==> src/rtl/mc_host_regs.sv <==
// Host register front end for the Monte Carlo engine: synchronized 16-bit bus,
// engine parameter/control registers, run-window FSM and coherent result snapshots.
module mc_host_regs #(
  parameter int unsigned SYNC_STAGES = 2,
  parameter int unsigned DRAIN_CYC   = 8
) (
  input  logic        clk,
  input  logic        reset,
  input  logic        bus_cs,
  input  logic        bus_wr,
  input  logic        bus_rd,
  input  logic [3:0]  bus_addr,
  input  logic [15:0] bus_wdata,
  output logic [15:0] bus_rdata,
  output logic [15:0] KerT,
  output logic [15:0] Se05sigmaT,
  output logic [15:0] sigmaSqrtT,
  output logic        Status,
  output logic        Mode,
  input  logic [63:0] sum_in,
  input  logic [63:0] sum_square_in,
  output logic        busy,
  output logic        done
);

  localparam int unsigned DW  = 16;
  localparam int unsigned CW  = 32;
  localparam int unsigned RW  = 64;
  localparam int unsigned DRW = (DRAIN_CYC > 1) ? $clog2(DRAIN_CYC) : 1;

  typedef enum logic [1:0] {
    ST_IDLE,
    ST_RUN,
    ST_DRAIN,
    ST_DONE
  } state_t;

  state_t          state_q, state_d;
  logic [CW-1:0]   cnt_q, cnt_d;
  logic [DRW-1:0]  dcnt_q, dcnt_d;

  logic [SYNC_STAGES-1:0] cs_sync, wr_sync, rd_sync;
  logic            wr_lvl, rd_lvl, wr_lvl_q, rd_lvl_q;
  logic            wr_ev, rd_ev;

  logic [DW-1:0]   runlen_lo, runlen_hi;
  logic [CW-1:0]   run_len;
  logic [RW-1:0]   snap_sum, snap_sq;

  logic            ctrl_wr, start_req, abort_req, clr_req, start_ok;

  // Strobe synchronizers and rising-edge detect of the qualified strobes
  always_ff @(posedge clk or posedge reset) begin
    if (reset) begin
      cs_sync  <= '0;
      wr_sync  <= '0;
      rd_sync  <= '0;
      wr_lvl_q <= 1'b0;
      rd_lvl_q <= 1'b0;
    end else begin
      cs_sync  <= {cs_sync[SYNC_STAGES-2:0], bus_cs};
      wr_sync  <= {wr_sync[SYNC_STAGES-2:0], bus_wr};
      rd_sync  <= {rd_sync[SYNC_STAGES-2:0], bus_rd};
      wr_lvl_q <= wr_lvl;
      rd_lvl_q <= rd_lvl;
    end
  end

  assign wr_lvl = cs_sync[SYNC_STAGES-1] & wr_sync[SYNC_STAGES-1];
  assign rd_lvl = cs_sync[SYNC_STAGES-1] & rd_sync[SYNC_STAGES-1];
  assign wr_ev  = wr_lvl & ~wr_lvl_q;
  assign rd_ev  = rd_lvl & ~rd_lvl_q;

  assign ctrl_wr   = wr_ev && (bus_addr == 4'h0);
  assign start_req = ctrl_wr & bus_wdata[0];
  assign abort_req = ctrl_wr & bus_wdata[1];
  assign clr_req   = ctrl_wr & bus_wdata[3];
  assign run_len   = {runlen_hi, runlen_lo};
  // ABORT in the same write beats START; a zero-length run is never started
  assign start_ok  = start_req & ~abort_req & (run_len != '0);

  always_ff @(posedge clk or posedge reset) begin
    if (reset) begin
      state_q <= ST_IDLE;
      cnt_q   <= '0;
      dcnt_q  <= '0;
      Status  <= 1'b0;
      busy    <= 1'b0;
      done    <= 1'b0;
    end else begin
      state_q <= state_d;
      cnt_q   <= cnt_d;
      dcnt_q  <= dcnt_d;
      Status  <= (state_d == ST_RUN);
      busy    <= (state_d == ST_RUN) || (state_d == ST_DRAIN);
      done    <= (state_d == ST_DONE);
    end
  end

  // Run window: cnt counts down from run_len to 1, so it can never wrap
  always_comb begin
    state_d = state_q;
    cnt_d   = cnt_q;
    dcnt_d  = dcnt_q;
    case (state_q)
      ST_IDLE: begin
        if (start_ok) begin
          state_d = ST_RUN;
          cnt_d   = run_len;
        end
      end
      ST_RUN: begin
        if (abort_req) begin
          state_d = ST_IDLE;
        end else if (cnt_q == CW'(1)) begin
          state_d = ST_DRAIN;
          dcnt_d  = DRW'(DRAIN_CYC - 1);
        end else begin
          cnt_d = cnt_q - CW'(1);
        end
      end
      ST_DRAIN: begin
        if (abort_req) begin
          state_d = ST_IDLE;
        end else if (dcnt_q == '0) begin
          state_d = ST_DONE;
        end else begin
          dcnt_d = dcnt_q - DRW'(1);
        end
      end
      ST_DONE: begin
        if (start_ok) begin
          state_d = ST_RUN;
          cnt_d   = run_len;
        end else if (clr_req) begin
          state_d = ST_IDLE;
        end
      end
      default: state_d = ST_IDLE;
    endcase
  end

  // Host writes; parameter and length registers are frozen while busy
  always_ff @(posedge clk or posedge reset) begin
    if (reset) begin
      Mode       <= 1'b0;
      KerT       <= '0;
      Se05sigmaT <= '0;
      sigmaSqrtT <= '0;
      runlen_lo  <= '0;
      runlen_hi  <= '0;
    end else if (wr_ev) begin
      case (bus_addr)
        4'h0: Mode <= bus_wdata[2];
        4'h1: if (!busy) KerT       <= bus_wdata;
        4'h2: if (!busy) Se05sigmaT <= bus_wdata;
        4'h3: if (!busy) sigmaSqrtT <= bus_wdata;
        4'h4: if (!busy) runlen_lo  <= bus_wdata;
        4'h5: if (!busy) runlen_hi  <= bus_wdata;
        default: ;
      endcase
    end
  end

  // Host reads; only address 0x8 samples the live engine results
  always_ff @(posedge clk or posedge reset) begin
    if (reset) begin
      bus_rdata <= '0;
      snap_sum  <= '0;
      snap_sq   <= '0;
    end else if (rd_ev) begin
      case (bus_addr)
        4'h0: bus_rdata <= {13'b0, Mode, done, busy};
        4'h1: bus_rdata <= KerT;
        4'h2: bus_rdata <= Se05sigmaT;
        4'h3: bus_rdata <= sigmaSqrtT;
        4'h4: bus_rdata <= runlen_lo;
        4'h5: bus_rdata <= runlen_hi;
        4'h8: begin
          snap_sum  <= sum_in;
          snap_sq   <= sum_square_in;
          bus_rdata <= sum_in[15:0];
        end
        4'h9: bus_rdata <= snap_sum[31:16];
        4'hA: bus_rdata <= snap_sum[47:32];
        4'hB: bus_rdata <= snap_sum[63:48];
        4'hC: bus_rdata <= snap_sq[15:0];
        4'hD: bus_rdata <= snap_sq[31:16];
        4'hE: bus_rdata <= snap_sq[47:32];
        4'hF: bus_rdata <= snap_sq[63:48];
        default: bus_rdata <= '0;
      endcase
    end
  end

endmodule

==> config.mk <==
export PLATFORM = sky130hd
export DESIGN_NAME = mc_host_regs
export DESIGN_NICKNAME = d
export VERILOG_FILES = /design/src/rtl/mc_host_regs.sv
export SDC_FILE = /design/constraint.sdc
export NUM_CORES = 1
export LEC_CHECK = 0
export CAP_MARGIN = 20
export CELL_PAD_IN_SITES_DETAIL_PLACEMENT = 0
export CELL_PAD_IN_SITES_GLOBAL_PLACEMENT = 1
export CORE_AREA = 2 2 204 206
export DETAILED_ROUTE_END_ITERATION = 6
export DIE_AREA = 0 0 206 208
export PLACE_DENSITY = 0.61
export SYNTH_ARGS = -nofsm -noshare
export SYNTH_HDL_FRONTEND = slang
export SYNTH_SLANG_ARGS = --single-unit
==> constraint.sdc <==
create_clock -name clk -period 24.9 [get_ports clk]
set_input_delay 4.98 -clock clk [delete_from_list [all_inputs] [get_ports clk]]
set_output_delay 4.98 -clock clk [all_outputs]
set_load 0.05 [all_outputs]
==> metrics.json <==
{
  "outcome": "finished, final reports clean",
  "switching_power_of_the_nets_w": 0.0004585,
  "cells_along_the_critical_path": "clkdlybuf4s50_1 > nand2b_1 > nor3_2 > buf_4 > nor2b_4 > buf_4 > buf_16 > mux2_2",
  "power_frac_clock_pct": 33.3,
  "yosys_most_used_dff": "dfrtp_1",
  "clkSinkCount": 257,
  "worst_slack_ns": 16.39,
  "synth-edff-count": 0,
  "gpl.final_weighted_congestion": 0.8007,
  "ys_types": 72,
  "max_clock_freq_mhz": 117.4,
  "syn_inst": 1015,
  "total_global_routing_track_utilization_pct": 20.04,
  "area_delta_synth_final_pct": 32.14,
  "cts_root_buffer": "clkbuf_16",
  "max_stage_delay_ns": 1.10,
  "clk_path_buf_depth": 3,
  "crit_path_frequent_cell": "buf_4",
  "average_size_of_a_mapped_cell_um2": 11.93,
  "residual_drc": 0,
  "clkSlewWorstSetupHoldPaths_ns": 0.06,
  "cp_data_arrival_time_ns": 8.97,
  "die_h_um": 208,
  "layout_min_cycle_time_ns": 8.515,
  "cap_violations": 0,
  "r2r.worst_path.cells": 8,
  "vias_per_cell": 5.347,
  "critical_path.slowest_cell": "clkdlybuf4s50_1",
  "max_slew.worst_pin.slew_ns": 1.133,
  "async_flop_share_pct": 100.0,
  "report.final.setup_viol": 0,
  "grt_start_max_net_pins": 127,
  "grt_first_pass_wirelength_um": 64780,
  "critical_path_required_ns": 25.35,
  "postSynthRegisterBits": 257,
  "wl_um": 43020,
  "syn_nets": 1178,
  "setup.worst_path.class": "in2reg",
  "design.core.area_mm2": 0.04055,
  "swShare_pct": 33.00,
  "final_hold_viol_count": 0,
  "cts_tree": "built",
  "die-area_mm2": 0.04285,
  "worstSkewPairLatency_ns": 0.57,
  "cp_num_buf_inv": 4,
  "synthesis.area_mm2": 0.01210,
  "setup-tns-final_ns": 0,
  "layout_worst_path_cycle_share_pct": 34.20,
  "detail_route.first_pass.iterations": 6,
  "std_cell_rows": 74,
  "worst-path-stages": 8,
  "wl_per_cell_um": 24.14,
  "preCtsSetupSlack_ns": 15.62,
  "slew_hr_pct": 24.26,
  "grt_setup_unrepaired": "false",
  "crit_end_element": "flop",
  "tritoncts.num_buffers": 30,
  "power_leakage_nw": 6.770,
  "worst_ir_drop_vdd_mv": 0.04714,
  "leading_cell_type_in_the_layout_fill_and_taps_excluded": "dfrtp_1",
  "cp_max_fo": 52,
  "comb_power_share_pct": 24.2,
  "power_density_mw_per_mm2": 86.86,
  "hpwl_um": 30090,
  "io_pins": 221,
  "timing_max_transition_violations_final": 0,
  "hold_path_class": "reg2reg",
  "power.internal_w": 0.0009308,
  "cpLargestDelayFamily": "buffers and inverters",
  "layout.nets": 1393,
  "post-cts-setup-buffers": 0,
  "drt.antenna.violating_nets": 0,
  "number_of_global_route_vias_before_repair": 9915,
  "final.setup_skew_ns": 0.01881,
  "fin_util_pct": 39.44,
  "mostFrequentLayoutCells": "dfrtp_1, clkdlybuf4s50_1, mux2_2, a22oi_1, nand2_1",
  "die_width_um": 206,
  "hold_worst_slack_ns": 0.3477,
  "resized_cells_post_cts": 0,
  "route.vias.total": 9528,
  "holdBufCountCts": 0,
  "ys.warnings.count": 0,
  "drive_above_1_share_pct": 23.62,
  "initial_core_util_pct": 29.85,
  "seq_total_area_yosys_pct": 53.13,
  "crit_path_start_kind": "input pin",
  "antenna_found_initial": 6,
  "worstHoldPathCells": 0,
  "grt_overflow": 0,
  "cts_max_level": 1,
  "initialDrtViolationCount": 643,
  "numPortBuffers": 220,
  "proportion_of_power_drawn_by_flip_flops_and_latches_pct": 42.4
}
## layout make-up
type,count,area (µm²)
Clock inverter,7,116.4
Sequential cell,257,6431
Antenna cell,1,2.502
Multi-Input combinational cell,676,5383
Timing Repair Buffer,242,2387
Clock buffer,44,914.6
Fill cell,3980,24560
Tap cell,532,665.6
Inverter,23,93.84
## per-layer routing
metal / vias to the layer above / global-route usage, % / part of all wire (%)
met5: - / 0 / 0.13
met2: 242 / 31.82 / 47
met4: 8 / 4.581 / 1.8
met3: 48 / 4.402 / 5.9
met1: 4944 / 27.85 / 45
li1: 4286 / - / -
## power by group through the flow
stage	sequential [W]	clock [W]	combinational, W
floorplan	0.000631	0	0.000161
global placement	0.000594	0	0.000333
detailed placement	0.000594	0	0.000338
CTS	0.000589	0.000471	0.000339
global route	0.000601	0.000488	0.000363
finish	0.000590	0.000463	0.000337
## registers in the layout, summed over array words and instances (netlist names), 3 cells and up
name / count
snap_sq: 64
snap_sum: 48
cnt_q: 32
KerT: 16
Se05sigmaT: 16
bus_rdata: 16
runlen_hi: 16
runlen_lo: 16
sigmaSqrtT: 16
dcnt_q: 3
## kinds of logic (layout without fill, tap and decap cells)
family / after synthesis / count (layout) / share of synthesized area [%]
AO/OA/AOI/OAI: 243 / 243 / 14.60
adder cells (fa/ha/maj): 10 / 10 / 1.034
buffers and inverters: 82 / 316 / 3.080
flip-flops: 257 / 257 / 53.13
multiplexers: 191 / 191 / 17.77
other: 0 / 1 / 0
AND/OR/NAND/NOR: 232 / 232 / 10.39
## path summary, 6_finish.rpt
path / from / to / slack [ns]
max in group asynchronous: reset / snap_sum[56] / 18.31
min in group asynchronous: reset / snap_sq[47] / 4.99
setup reg to reg: state_q[1] / cnt_q[13] / 21.04
hold reg to reg: rd_sync[0] / rd_sync[1] / 0.35
hold / removal: rd_sync[0] / rd_sync[1] / 0.35
setup / recovery: bus_addr[3] / snap_sum[17] / 16.39
## cells in the mapped netlist, drive strengths merged (5+ instances only)
cell type	number	area, µm²
dfrtp	257	6431
mux2	191	2151
a22oi	64	480.5
nand2	62	232.7
o21ai	46	230.2
nor2	41	156.4
nand3	37	185.2
clkbuf	36	146.4
a21oi	32	163.9
buf	23	140.1
inv	22	82.58
nor4	20	167.7
nor3	18	95.09
a222oi	12	120.1
a221oi	10	87.58
ha	10	125.1
o32ai	10	87.58
a21o	9	67.56
a31oi	9	56.30
a22o	8	70.07
or2	7	43.80
nor4b	6	71.32
nand4	5	31.28
or4	5	45.04
## stage by stage
step	power, W	area, µm²	cells
after global routing	0.001452	15990	1781
after global placement	0.0009269	14930	1729
after detailed placement	0.0009327	14930	1729
after CTS	0.001399	15960	1780
final	0.001389	15990	1782
after floorplan	0.0007918	12100	1015
Note: power is estimated with default switching activity, not from simulation.
